==> config.mk <==
export PLATFORM = sky130hd
export DESIGN_NAME = inst_fetch_unit
export DESIGN_NICKNAME = d
export VERILOG_FILES = /design/src/rtl/inst_fetch_unit_pkg.sv /design/src/rtl/inst_fetch_unit_fetch_queue.sv /design/src/rtl/inst_fetch_unit.sv
export SDC_FILE = /design/constraint.sdc
export NUM_CORES = 1
export LEC_CHECK = 0
export BUFFER_PORTS_ARGS = -buffer_cell sky130_fd_sc_hd__buf_2
export CORE_MARGIN = 2
export CORE_UTILIZATION = 30
export CTS_BUF_LIST = sky130_fd_sc_hd__clkbuf_8
export DETAILED_ROUTE_END_ITERATION = 8
export SLEW_MARGIN = 10
export SYNTH_ARGS = -nofsm -noshare
export SYNTH_HDL_FRONTEND = slang
export SYNTH_SLANG_ARGS = --single-unit
==> constraint.sdc <==
create_clock -name clk -period 2.98 [get_ports clk]
set_input_delay 0.447 -clock clk [delete_from_list [all_inputs] [get_ports clk]]
set_output_delay 0.447 -clock clk [all_outputs]
set_load 0.01 [all_outputs]
==> src/rtl/inst_fetch_unit_pkg.sv <==
// Shared types and constants for the instruction fetch unit and its prefetch queue.
package inst_fetch_unit_pkg;

  localparam int INSTR_W = 16;
  localparam int ADDR_W  = 16;

  localparam logic [INSTR_W-1:0] DEF_NOP_INSTR = 16'h0800;
  localparam logic [ADDR_W-1:0]  DEF_PC_STEP   = 16'd4;

  // Fetch-side state, kept for observation only; no output depends on it.
  typedef enum logic [1:0] {
    FS_RUN   = 2'd0,
    FS_HOLD  = 2'd1,
    FS_FLUSH = 2'd2
  } fetch_state_e;

  // One prefetch queue entry: the fetch address and the word returned for it.
  typedef struct packed {
    logic [ADDR_W-1:0]  pc;
    logic [INSTR_W-1:0] instr;
  } fq_entry_t;

  // Next sequential fetch address; wraps silently modulo 2^16.
  function automatic logic [ADDR_W-1:0] pc_advance(input logic [ADDR_W-1:0] pc,
                                                   input logic [ADDR_W-1:0] step);
    return pc + step;
  endfunction

endpackage

==> src/rtl/inst_fetch_unit_fetch_queue.sv <==
// Small synchronous FIFO of {pc, instr} entries with a combinational head and a
// clear that empties it in one edge (used on branch redirects).
module inst_fetch_unit_fetch_queue
  import inst_fetch_unit_pkg::*;
#(
  parameter int DEPTH = 4,
  localparam int PW = $clog2(DEPTH),
  localparam int CW = PW + 1
) (
  input  logic          clk,
  input  logic          rst,
  input  logic          i_clear,
  input  logic          i_push,
  input  logic          i_pop,
  input  fq_entry_t     i_wr_data,
  output fq_entry_t     o_head,
  output logic [CW-1:0] o_count
);

  fq_entry_t     r_mem [DEPTH];
  logic [PW-1:0] r_wr_ptr;
  logic [PW-1:0] r_rd_ptr;
  logic [CW-1:0] r_count;

  // Entry storage; stale contents are never visible because count gates the head.
  always_ff @(posedge clk) begin
    if (i_push && !i_clear) begin
      r_mem[r_wr_ptr] <= i_wr_data;
    end
  end

  // Pointers wrap naturally at DEPTH; occupancy is tracked separately so full and
  // empty are unambiguous.
  always_ff @(posedge clk) begin
    if (rst || i_clear) begin
      r_wr_ptr <= '0;
      r_rd_ptr <= '0;
      r_count  <= '0;
    end else begin
      if (i_push) begin
        r_wr_ptr <= r_wr_ptr + 1'b1;
      end
      if (i_pop) begin
        r_rd_ptr <= r_rd_ptr + 1'b1;
      end
      case ({i_push, i_pop})
        2'b10:   r_count <= r_count + 1'b1;
        2'b01:   r_count <= r_count - 1'b1;
        default: r_count <= r_count;
      endcase
    end
  end

  assign o_head  = r_mem[r_rd_ptr];
  assign o_count = r_count;

endmodule

==> src/rtl/inst_fetch_unit.sv <==
// Instruction fetch unit: owns the fetch address, samples the instruction memory
// every cycle it is allowed to, and buffers words in a prefetch queue for decode.
// Memory-conflict cycles are absorbed by the queue rather than stalling decode.
module inst_fetch_unit
  import inst_fetch_unit_pkg::*;
#(
  parameter logic [15:0] RESET_PC  = 16'h0000,
  parameter logic [15:0] PC_STEP   = DEF_PC_STEP,
  parameter int          FQ_DEPTH  = 4,
  parameter logic [15:0] NOP_INSTR = DEF_NOP_INSTR
) (
  input  logic                      clk,
  input  logic                      rst,
  input  logic                      MemConflict,
  output logic [15:0]               im_pc,
  input  logic [15:0]               im_instruction,
  input  logic                      branch_taken,
  input  logic [15:0]               branch_target,
  input  logic                      id_ready,
  output logic                      if_valid,
  output logic [15:0]               if_instruction,
  output logic [15:0]               if_pc,
  output logic [$clog2(FQ_DEPTH):0] fq_count
);

  localparam int CW = $clog2(FQ_DEPTH) + 1;
  localparam logic [CW-1:0] FULL_COUNT = CW'(FQ_DEPTH);

  logic [15:0]   r_fetch_pc;
  fetch_state_e  r_fetch_state;

  logic          w_not_empty;
  logic          w_pop;
  logic          w_push;
  logic [CW-1:0] w_count;
  fq_entry_t     w_head;
  fq_entry_t     w_wr_data;

  // A branch discards the head rather than consuming it, so it blocks both
  // push and pop; a full queue may still accept a word when decode frees a slot.
  assign w_not_empty = (w_count != '0);
  assign w_pop       = w_not_empty & id_ready & ~branch_taken;
  assign w_push      = ~branch_taken & ~MemConflict & ((w_count < FULL_COUNT) | w_pop);
  assign w_wr_data   = {r_fetch_pc, im_instruction};

  inst_fetch_unit_fetch_queue #(
    .DEPTH (FQ_DEPTH)
  ) u_fetch_queue (
    .clk       (clk),
    .rst       (rst),
    .i_clear   (branch_taken),
    .i_push    (w_push),
    .i_pop     (w_pop),
    .i_wr_data (w_wr_data),
    .o_head    (w_head),
    .o_count   (w_count)
  );

  // Fetch address: redirect on branch, advance only when the sampled word was queued,
  // otherwise hold so the same address is refetched.
  always_ff @(posedge clk) begin
    if (rst) begin
      r_fetch_pc <= RESET_PC;
    end else if (branch_taken) begin
      r_fetch_pc <= branch_target;
    end else if (w_push) begin
      r_fetch_pc <= pc_advance(r_fetch_pc, PC_STEP);
    end
  end

  // Fetch state tracker: RUN while pushing, HOLD while gated, FLUSH for the cycle after a redirect.
  always_ff @(posedge clk) begin
    if (rst) begin
      r_fetch_state <= FS_RUN;
    end else if (branch_taken) begin
      r_fetch_state <= FS_FLUSH;
    end else begin
      case (r_fetch_state)
        FS_RUN:   r_fetch_state <= w_push ? FS_RUN : FS_HOLD;
        FS_HOLD:  r_fetch_state <= w_push ? FS_RUN : FS_HOLD;
        FS_FLUSH: r_fetch_state <= w_push ? FS_RUN : FS_HOLD;
        default:  r_fetch_state <= FS_RUN;
      endcase
    end
  end

  assign im_pc          = r_fetch_pc;
  assign if_valid       = w_not_empty;
  assign if_instruction = w_not_empty ? w_head.instr : NOP_INSTR;
  assign if_pc          = w_not_empty ? w_head.pc : 16'h0000;
  assign fq_count       = w_count;

endmodule

Word level (Yosys, flattened, before mapping) --
Memories as Yosys holds them, arrays and structs flattened. A register that Yosys moved wholly into a read port is not among the register bits. Cells that the tools add are included.
Word-level totals: bits in writable memories 128, register bits 23, logic and storage cells 35, latch bits 0, input bits 37, output and inout bits 52, memories 1, bits in read-only memories 0
Operators by class: reduce and logical (&&, ||, !) cells 6, bitwise operators 7, add/subtract/negate cells 5, multipliers 0, mux-type cells 9, order comparisons 1, div/mod/pow operators 0, shift-type cells 0, equal/unequal tests 2
Memory list:
- u_fetch_queue.r_mem | depth 4, width 32, rd ports 1, clocked after Yosys merged registers in 1, wr ports 1, RTL line inst_fetch_unit_fetch_queue.sv:20 | fq_entry_t r_mem [DEPTH];
Operators with widths (number):
- $mux 16 | 4
- $add 16x3->16 const B | 1
- $pmux 3 s2 | 1
- $add 2x1->2 const B | 2
- $and 1x1->1 | 4
- $mux 2 | 2
- $reduce_bool 2->1 | 2
- $add 3x1->3 const B | 1
- $lt 3x3->1 const B | 1
- $reduce_bool 3->1 | 1
- $sub 3x1->3 const B | 1
- $eq 2x1->1 const B | 1
- $eq 2x2->1 const B | 1
- $mux 1 | 2
- $not 1->1 | 2
- $logic_and 1x1->1 | 1
- $logic_not 1->1 | 1
- $logic_or 1x1->1 | 1
- $or 1x1->1 | 1

Logic depth before layout (Yosys ltp) --
Gate-level depths: netlist of run 1.
depth after elaboration 8, gate-level depth with buffers 10, mapped depth without buffers 10

By module --
Synthesis of run 1 repeated with hierarchy kept, for this count alone.
Unflattened totals: cell total of the unflattened synthesis 353, area, all modules 6267.3 µm²
By module, submodules not included:
- inst_fetch_unit_fetch_queue | seq. area each 4023.9 µm², area each 5091.1 µm², cells an instance 214, instances 1
- inst_fetch_unit | seq. area each 320.3 µm², area each 1176.1 µm², cells an instance 139, instances 1

Worst setup path after synthesis of run 1 --
OpenSTA, ideal clock, no wires.
kind input port to flip-flop, start point in branch_taken, end point mem u_fetch_queue.r_mem[1][0] (netlist bit) (enable), library setup time 392 ps, arrival 1998 ps, required time 2588 ps, setup slack 590 ps, path buffers 2, cell stages on the path 4, path through clkbuf_1 > clkbuf_1 > nor3_1 > and2_1
Between the ends: word-level cells in the longest chain between the ends 7, elaborated cells on any way between the ends 9, those cells by class mux: 2; bitwise: 5; reduce/logical: 2
Ends and longest elaborated chain:
- from (decl) | RTL line inst_fetch_unit.sv:17 | input logic branch_taken,
- $not 1->1 | RTL line inst_fetch_unit.sv:42, inst_fetch_unit.sv:43
- $and 1x1->1 | RTL line inst_fetch_unit.sv:42 | assign w_pop = w_not_empty & id_ready & ~branch_taken;
- $or 1x1->1 | RTL line inst_fetch_unit.sv:43 | assign w_push = ~branch_taken & ~MemConflict & ((w_count < FULL_COUNT) | w_pop);
- $and 1x1->1 | RTL line inst_fetch_unit.sv:43
- $logic_and 1x1->1 (*) | RTL line inst_fetch_unit_fetch_queue.sv:27 | if (i_push && !i_clear) begin
- $mux 1 (*) | RTL line inst_fetch_unit_fetch_queue.sv:27
- $mux 1 (implied by the code) (*) | RTL line inst_fetch_unit_fetch_queue.sv:28 | r_mem[r_wr_ptr] <= i_wr_data;
- to (decl) | RTL line inst_fetch_unit_fetch_queue.sv:20
Mark *: on every way between the ends. The rest lies on a longest branch, timed or not.

==> results.txt, run 1 <==
----------------------------------------------------
[Placed design]
  RD Place Congestion ... 0.7767
  HPWL after detailed placement ... roughly 8700 um
  Minimum setup slack after placement ... 678.8 ps
  Quantity of I/O buffers inserted on ports ... 88

[STA]
  Slew Viols, Final ... 0
  Max transition margin ... 58.81%
  Smallest setup slack after layout ... between 300 and 400 ps
  Skew final ... 13.27 ps
  Final Cycle Share ... between 80% and 90%
  Final setup violation count ... 0
  Max Fclk ... about 380 MHz
  Measured slew at the worst slew-check pin ... 617.1 ps
  Hold Vio Cnt, Final ... 0
  Final Critical Period ... 2618 ps
  Worst-case hold slack ... about 210 ps
  Sum of negative setup slack ... 0 ps
  Unrepaired setup endpoints after global routing ... false

[Die]
  I/O pin count ... around 90
  Floorplan row count ... between 50 and 60
  Die Height ... 147.1 um
  Initial Util ... approximately 30%
  Die X ... 147.1 um
  Die area ... 21630 um2
  Core area ... 20170 um2

[Worst setup path]
  Crit path to ... if_pc[4]
  Reg2Reg Launch Point ... u_fetch_queue.o_count[2]
  Setup CP Type ... reg -> out
  Critical Path RT ... 2530 ps
  Arrival time at the worst endpoint ... between 2000 and 2500 ps
  Cell count of the worst reg-to-reg path ... 9
  Worst-path fanout max ... 17
  Minimum setup slack among reg-to-reg paths ... roughly 760 ps
  Endpoint of the worst register-to-register path ... u_fetch_queue.o_count[2]
  Type of origin of the critical path ... register
  Sort of element at the end of the critical path ... primary output

[Clock tree]
  Number of instances resized during post-cts repair ... 0
  Clock tree from TritonCTS ... built
  Clock-pin slew of the registers on the worst-case setup and hold paths ... 80 ps
  H-tree depth ... 4
  Root buf cell ... clkbuf_8
  # hold bufs at CTS ... 0
  Clock sink count ... 153
  Max clock buf depth ... 2
  CTS buffer count ... 17
  Worst skew pair latency ... 450 ps
  Setup fix buffers added after clock tree synthesis ... 0

[Logic synthesis]
  Total standard cell area after synthesis ... 6141 um2
  Number of warnings printed during yosys synthesis ... 0
  Synthesized netlist cell count ... roughly 360
  Synth async-reset ratio ... 0%
  Dominant combinational cell family by area after synthesis ... multiplexers
  Multiplexer share of the synthesized area ... 12.22%
  Count of cell types in the netlist ... 37
  Xor and xnor area share after synthesis ... 1.426%
  Number of enable flip-flop cells after synthesis ... 128
  Post-synthesis register bit count ... 153
  Synth area leader ... edfxtp_1
  Share of synthesized cell area in and, or, nand and nor gates ... around 8.6%
  Share of synthesized area occupied by flip-flops and latches ... 70.74%
  Mean instance size in the synthesized netlist ... 17.11 um2
  Most used DFF post-synth ... edfxtp_1
  Dominant cells by area after synthesis ... edfxtp_1 63%, mux4_2 12%, dfxtp_1 8.1%
  Top cell type's share of synthesized area ... a little over three fifths
  Syn nets ... just over 400
  Arithmetic-cell share of the synthesized area counting full adders, half adders and majority gates ... ~1.5%
  Share of the synthesized area in compound gates (AO/OA/AOI/OAI) ... 3.464%

[Drt]
  Routed length per placed instance ... around 18 um
  DRC violations left ... 0
  Number of vias after detailed routing ... 3454
  Pre-antenna DRT Iters ... 4
  Detailed-route vias per instance ... 4.655
  Number of nets with antenna violations after detailed routing ... 0
  Starting DRT DRC Count ... 252
  Overall routed net length ... 13170 um

[Final layout]
  Layout cell share with drive strength beyond 1 ... 35.81%
  Most common library cell in the layout ignoring fill and taps ... edfxtp_1
  Area growth, synth to finish ... 19.42%
  # nets final ... 503
  Top library cells by usage in the layout, fill and taps aside ... 128 x edfxtp_1, 88 x buf_2, 33 x and2_1
  Antenna diode count ... 0

[Run status]
  Result of the run ... finished, final reports clean

[GRT]
  Final global-route overflow total ... 0
  Routing usage on met2 ... 21.87%
  Via count of the first global-routing pass ... 3695
  GR met3 Demand/Resource ... between 3 and 4%
  Number of antenna violations at the first check in global routing ... 0
  Global routing met1 resource utilization ... 15.56%
  Pin count of the biggest net entering global routing ... 34
  Gr usage total ... 12.80%
  Highest-utilization routing layer at the global route stage ... met2
  Global-route wire length before repair ... between 20000 and 25000 um

[Power and ir drop]
  P_leak ... 2.573 nW
  Worst voltage drop across the vdd grid ... approximately 0.28 mV
  PnR Total Power ... 4.022 mW
  Power Density ... about 550 nW/um2

[Run]
  Max-cap violations ... 0

[Min path]
  Path type of the worst min-delay path ... in -> reg

----------------------------------------------------
[kinds of logic (layout without fill, tap and decap cells)]
group,Yosys count,after routing
AO/OA/AOI/OAI,30,30
XOR/XNOR,10,10
adder cells (fa/ha/maj),7,7
buffers and inverters,32,145
flip-flops,153,153
multiplexers,35,35
AND/OR/NAND/NOR,92,92
[sequential cells by signal, summed over array words and instances, names as in the netlist, named ones only]
| signal | count |
|---|---|
| u_fetch_queue.r_rd_ptr | 2 |
| u_fetch_queue.o_count | 3 |
| u_fetch_queue.r_wr_ptr | 2 |
| u_fetch_queue.r_mem | 128 |
| im_pc | 16 |
[critical path, cell delays in order, from the launching register on]
cell	delay, ps
dfxtp_2	440
buf_4	380
mux4_2	570
and2_1	190
buf_2	130
[synthesized netlist by cell type, types with 2 or more instances]
library cell / n
nor2_1: 19
or3_1: 5
xor2_1: 6
nand4_1: 3
ha_1: 6
inv_1: 14
edfxtp_1: 128
nor3_1: 4
and4_1: 3
mux4_2: 32
clkbuf_1: 13
o31a_1: 4
nor4_1: 3
a311oi_1: 4
buf_2: 4
o21ai_0: 7
nand3_1: 4
a21oi_1: 5
dfxtp_1: 25
mux2i_1: 3
nand2_1: 7
or2_2: 2
xnor2_1: 4
and2_1: 37
a211oi_1: 5
[stage by stage]
stage / cell area [um2] / utilization (%) / instances
6_report: 7333 / 36.36 / 742
5_1_grt: 7333 / 36.36 / 742
4_1_cts: 7333 / 36.36 / 742
3_5_place_dp: 6987 / 34.64 / 710
3_3_place_gp: 6987 / 34.64 / 710
2_1_floorplan: 6141 / - / 359
[report_power, final]
| part | switching (mW) | internal [mW] | total [mW] |
|---|---|---|---|
| Combinational | 0.125 | 0.102 | 0.227 |
| Sequential | 0.0439 | 2.37 | 2.41 |
| Clock | 0.741 | 0.642 | 1.38 |
[area by class of cell]
cell class              instances  area (um2)
fillers                      1974       12840
flip-flops and latches        153        4347
multi-input cells             174        1677
repair buffers                 99       573.1
well taps                     270       337.8
clock buffers                  17       234.0
clock inverters                15       112.6
inverters                      14       52.55
[per-layer routing]
| layer | vias to the layer above | wire [um] | share of wire (%) |
|---|---|---|---|
| met2 | 83 | 6675 | 51 |
| li1 | 1586 | - | - |
| met3 | 17 | 625 | 4.7 |
| met1 | 1768 | 5659 | 43 |
| met4 | 0 | 206 | 1.6 |
| met5 | - | 0 | 0 |
[worst min-delay path by stage]
stage,from,endpoint,cells past startpoint
detailed placement,u_fetch_queue.r_rd_ptr[1],register,2
floorplan,u_fetch_queue.r_rd_ptr[1],register,2
finish,im_instruction[15],u_fetch_queue.r_mem[3][15],1
CTS,im_instruction[3],u_fetch_queue.r_mem[2][3],1
global placement,u_fetch_queue.r_wr_ptr[1],u_fetch_queue.r_wr_ptr[1],2
global route,im_instruction[15],u_fetch_queue.r_mem[1][15],1
No activity file was read; power rests on OpenSTA's default activity.
==> run 2: changes to the inputs <==
PLACE_DENSITY = 0.57   (was default)
==> results.txt, run 2 (synthesis gave the netlist of run 1 again) <==
----------------------------------------------------
[Worst setup path]
  Sort of element at the end of the critical path ... primary output
  Setup CP Type ... reg -> out
  Critical Path RT ... 2530 ps
  Longest individual stage delay on the worst path ... 540 ps
  Arrival time at the worst endpoint ... 2140 ps
  Slowest-stage cell, CP ... dfxtp_2
  Worst-path fanout max ... 24
  Crit path cell chain ... buf_12 > mux4_2 > and2_1 > buf_2
  Top delay family on crit path ... flip-flops
  Type of origin of the critical path ... register
  Critical path buffers and inverters ... 2

[STA]
  Worst-case hold slack ... between 200 and 250 ps
  Final Critical Period ... 2587 ps
  Final setup violation count ... 0
  Skew final ... 9.897 ps
  Unrepaired setup endpoints after global routing ... false
  Sum of negative setup slack ... 0 ps
  Slew Viols, Final ... 0
  Max Fclk ... 386.6 MHz
  Measured slew at the worst slew-check pin ... approximately 660 ps
  Hold Vio Cnt, Final ... 0
  Final Cycle Share ... 86.80%
  Smallest setup slack after layout ... 393.5 ps
  Max transition margin ... 56.06%

[Die]
  Core area ... 20170 um2
  Die X ... 147.1 um
  Die Height ... between 100 and 150 um
  Initial Util ... 30.45%
  I/O pin count ... 89
  Floorplan row count ... 52
  Die area ... 21630 um2

[Clock tree]
  # hold bufs at CTS ... 0
  Clock sink count ... 153
  CTS buffer count ... 17
  Clock-pin slew of the registers on the worst-case setup and hold paths ... around 80 ps
  Clock tree from TritonCTS ... built
  H-tree depth ... 4
  Root buf cell ... clkbuf_8
  Max clock buf depth ... 2
  Setup fix buffers added after clock tree synthesis ... 0
  Worst skew pair latency ... around 430 ps
  Number of instances resized during post-cts repair ... 0

[Drt]
  Detailed-route vias per instance ... 4.676
  Routed length per placed instance ... 17.92 um
  Number of nets with antenna violations after detailed routing ... 0
  Wire length on met3 ... 607 um
  Overall routed net length ... 13280 um
  Top Layer Used ... met4
  Pre-antenna DRT Iters ... 4
  Number of vias after detailed routing ... ~3500
  DRC violations left ... 0
  Routed wire length on met2 ... 7160 um
  Met1 wire length ... 5339 um
  Starting DRT DRC Count ... 269

[Power and ir drop]
  P_leak ... 2.557 nW
  Power Density ... 550.0 nW/um2
  Worst voltage drop across the vdd grid ... about 0.28 mV

[Final layout]
  Most common library cell in the layout ignoring fill and taps ... edfxtp_1
  Flip-flop count of the largest register after layout ... 128
  Antenna diode count ... 0
  Final cell area excluding filler cells ... roughly 7300 um2
  Post-Layout Cell Count ... around 740
  Layout cell share with drive strength beyond 1 ... 35.67%
  Area growth, synth to finish ... 18.93%
  Top library cells by usage in the layout, fill and taps aside ... 128 x edfxtp_1, 88 x buf_2, 33 x and2_1
  # nets final ... 502
  Biggest register ... u_fetch_queue.r_mem

[Placed design]
  Area after detailed placement ... 6954 um2
  Number of placed instances with taps included ... 709
  RD Place Congestion ... 0.7836
  HPWL after detailed placement ... 8656 um
  Minimum setup slack after placement ... 679.6 ps
  Quantity of I/O buffers inserted on ports ... a little under 90

[Run]
  Max-cap violations ... 0

[GRT]
  Global-route wire length before repair ... between 20000 and 25000 um
  Via count of the first global-routing pass ... 3572
  Final global-route overflow total ... 0
  Number of antenna violations at the first check in global routing ... 0
  Pin count of the biggest net entering global routing ... 34
  Gr usage total ... 12.50%

[Run status]
  Result of the run ... finished, final reports clean

[Min path]
  Path type of the worst min-delay path ... in -> reg

----------------------------------------------------
## run 2: final timing paths
path,to,cells past startpoint,slack [ps],from
min,u_fetch_queue.r_mem[2][6],1,220,im_instruction[6]
min reg2reg,u_fetch_queue.r_rd_ptr[0],2,540,u_fetch_queue.r_rd_ptr[0]
max reg2reg,u_fetch_queue.o_count[2],9,790,u_fetch_queue.o_count[2]
max,if_pc[1],4,390,register
## run 2: layout make-up
cell class | instances | area (um2)
repair buffers | 98 | 540.5
flip-flops and latches | 153 | 4347
clock buffers | 17 | 234.0
clock inverters | 15 | 115.1
inverters | 14 | 52.55
well taps | 270 | 337.8
multi-input cells | 174 | 1677
fillers | 1947 | 12870
## run 2: per-stage QoR
step | util (%) | power (mW)
final | 36.21 | 4.016
after CTS | 36.21 | 4.062
after global routing | 36.21 | 4.168
after detailed placement | 34.48 | 2.690
after floorplan | - | 2.569
after global placement | 34.48 | 2.683
## run 2: where the power goes
part / total, mW / internal (mW) / switching [mW] / leakage (nW)
Sequential: 2.41 / 2.37 / 0.0457 / 1.39
Combinational: 0.222 / 0.0993 / 0.123 / 0.996
Clock: 1.38 / 0.643 / 0.737 / 0.175
Total: 4.02 / 3.11 / 0.906 / 2.56
## run 2: layer usage
metal / global-route usage (%) / up-vias
met3: 2.826 / 13
li1: - / 1584
met2: 22.52 / 85
met5: 0 / -
met1: 14.70 / 1783
met4: 4.327 / 0
==> run 3: changes to the inputs <==
CORE_ASPECT_RATIO = 0.5   (was default)
CORE_UTILIZATION = 50   (was 30)
PLACE_DENSITY = 0.81   (was 0.57)
==> results.txt, run 3 (synthesis gave the netlist of run 1 again) <==
----------------------------------------------------
[STA]
  Measured slew at the worst slew-check pin ... 634.1 ps
  Max Fclk ... 390.3 MHz
  Final Critical Period ... 2562 ps
  Slew Viols, Final ... 0
  Final Cycle Share ... 85.98%
  Max transition margin ... between 50 and 60%
  Smallest setup slack after layout ... 417.8 ps
  Hold Vio Cnt, Final ... 0
  Unrepaired setup endpoints after global routing ... false
  Sum of negative setup slack ... 0 ps
  Skew final ... between 7 and 8 ps
  Final setup violation count ... 0

[Power and ir drop]
  P_leak ... approximately 2.5 nW
  Worst voltage drop across the vdd grid ... 0.3316 mV
  Power Density ... between 500 and 600 nW/um2

[Clock tree]
  Clock sink count ... around 150
  Worst skew pair latency ... ~430 ps
  H-tree depth ... 4
  # hold bufs at CTS ... 0
  Root buf cell ... clkbuf_8
  Clock tree from TritonCTS ... built
  Number of instances resized during post-cts repair ... 0
  Setup fix buffers added after clock tree synthesis ... 0
  Max clock buf depth ... 2
  CTS buffer count ... 17
  Clock-pin slew of the registers on the worst-case setup and hold paths ... 80 ps

[Final layout]
  Layout cell share with drive strength beyond 1 ... 35.90%
  Top library cells by usage in the layout, fill and taps aside ... 128 x edfxtp_1, 88 x buf_2, 33 x and2_1
  # nets final ... 500
  Antenna diode count ... 0
  Flip-flop count of the largest register after layout ... between 100 and 150
  Layout fillers ... 898
  Final cell area excluding filler cells ... 7162 um2
  Most common library cell in the layout ignoring fill and taps ... edfxtp_1
  Area growth, synth to finish ... 16.63%
  Post-Layout Cell Count ... ~630
  Biggest register ... u_fetch_queue.r_mem

[Drt]
  Routed length per placed instance ... 18.68 um
  Detailed-route vias per instance ... 5.381
  Number of nets with antenna violations after detailed routing ... 0
  Number of vias after detailed routing ... between 3000 and 4000
  Pre-antenna DRT Iters ... 7
  Overall routed net length ... 11820 um
  Starting DRT DRC Count ... 302
  DRC violations left ... 0

[Die]
  Floorplan row count ... 28
  Initial Util ... 51.55%
  Die X ... 160.7 um
  Core area ... 11910 um2
  I/O pin count ... 89
  Die area ... 13240 um2
  Die Height ... 82.37 um

[Worst setup path]
  Endpoint of the worst register-to-register path ... u_fetch_queue.o_count[2]
  Slowest-stage cell, CP ... mux4_2
  Critical Path RT ... 2530 ps
  Type of origin of the critical path ... register
  Longest individual stage delay on the worst path ... 520 ps
  Arrival time at the worst endpoint ... 2120 ps
  Setup CP Type ... reg -> out
  Minimum setup slack among reg-to-reg paths ... 850 ps
  Crit path cell chain ... buf_12 > mux4_2 > or2_2 > buf_2
  Cell count of the worst reg-to-reg path ... 9
  Reg2Reg Launch Point ... u_fetch_queue.o_count[2]
  Crit path to ... if_instruction[11]
  Sort of element at the end of the critical path ... primary output
  Worst-path fanout max ... 27

[GRT]
  Via count of the first global-routing pass ... around 3500
  Pin count of the biggest net entering global routing ... 34
  Global-route wire length before repair ... 18090 um
  Final global-route overflow total ... 0
  Number of antenna violations at the first check in global routing ... 0
  Gr usage total ... a little under a fifth

[Placed design]
  RD Place Congestion ... 0.7624
  Quantity of I/O buffers inserted on ports ... 88
  HPWL after detailed placement ... 7670 um
  Area after detailed placement ... 6795 um2
  Minimum setup slack after placement ... slightly above 700 ps
  Number of placed instances with taps included ... 602

[Run status]
  Result of the run ... finished, final reports clean

[Run]
  Max-cap violations ... 0

[Min path]
  Path type of the worst min-delay path ... in -> reg

----------------------------------------------------
run 3: cell count changes in the layout (fill, tap and decap cells not counted), sizes merged:
cell      before  now
buf           98   96
bufinv         1    2
clkinv         6    7
clkinvlp       5    4
inv           17   15
run 3: worst min-delay path by stage:
stage / slack (ps) / from / to / cells past startpoint
finish: 230 / im_instruction[14] / u_fetch_queue.r_mem[1][14] / 1
global placement: 510 / u_fetch_queue.r_wr_ptr[1] / u_fetch_queue.r_wr_ptr[1] / 2
CTS: 210 / im_instruction[14] / u_fetch_queue.r_mem[1][14] / 1
global route: 200 / im_instruction[14] / u_fetch_queue.r_mem[3][14] / 1
detailed placement: 520 / u_fetch_queue.r_wr_ptr[1] / u_fetch_queue.r_wr_ptr[1] / 2
floorplan: 480 / u_fetch_queue.r_rd_ptr[1] / register / 2
run 3: critical path, delay by kind of cell (launching register included):
kind,cells,cell delay (ps)
mux,1,520
buf+inv,2,420
flops,1,460
simple gates,1,280
run 3: final cells by class:
type | instances | area [um2] | share of cell area [%]
Sequential cell | 153 | 4347 | 60.69
Multi-Input combinational cell | 174 | 1677 | 23.41
Timing Repair Buffer | 96 | 513.0 | 7.163
Clock buffer | 17 | 234.0 | 3.267
Tap cell | 165 | 206.4 | 2.883
Clock inverter | 14 | 132.6 | 1.852
Inverter | 14 | 52.55 | 0.7338
run 3: routing by layer:
layer | part of all wire (%) | track usage, % | wire [um] | vias to the layer above
met5 | 0 | 0 | 0 | -
met2 | 48 | 31.29 | 5650 | 110
met1 | 45 | 24.45 | 5309 | 1710
met3 | 6.3 | 5.345 | 750 | 9
li1 | - | - | - | 1577
met4 | 0.96 | 6.696 | 113 | 0
run 3: stage by stage:
| stage | hold WS (ps) | util [%] | power (mW) |
|---|---|---|---|
| final | 231.4 | 60.13 | 4.079 |
| after global routing | 200.0 | 60.13 | 4.222 |
| after CTS | 210.6 | 60.13 | 4.101 |
| after detailed placement | 523.0 | 57.05 | 2.681 |
| after global placement | 510.8 | 57.05 | 2.672 |
| after floorplan | 484.7 | - | 2.569 |
run 3: power by group:
part	internal, mW	switching [mW]
Clock	0.727	0.720
Combinational	0.0971	0.118
Sequential	2.37	0.0481
Total	3.19	0.886
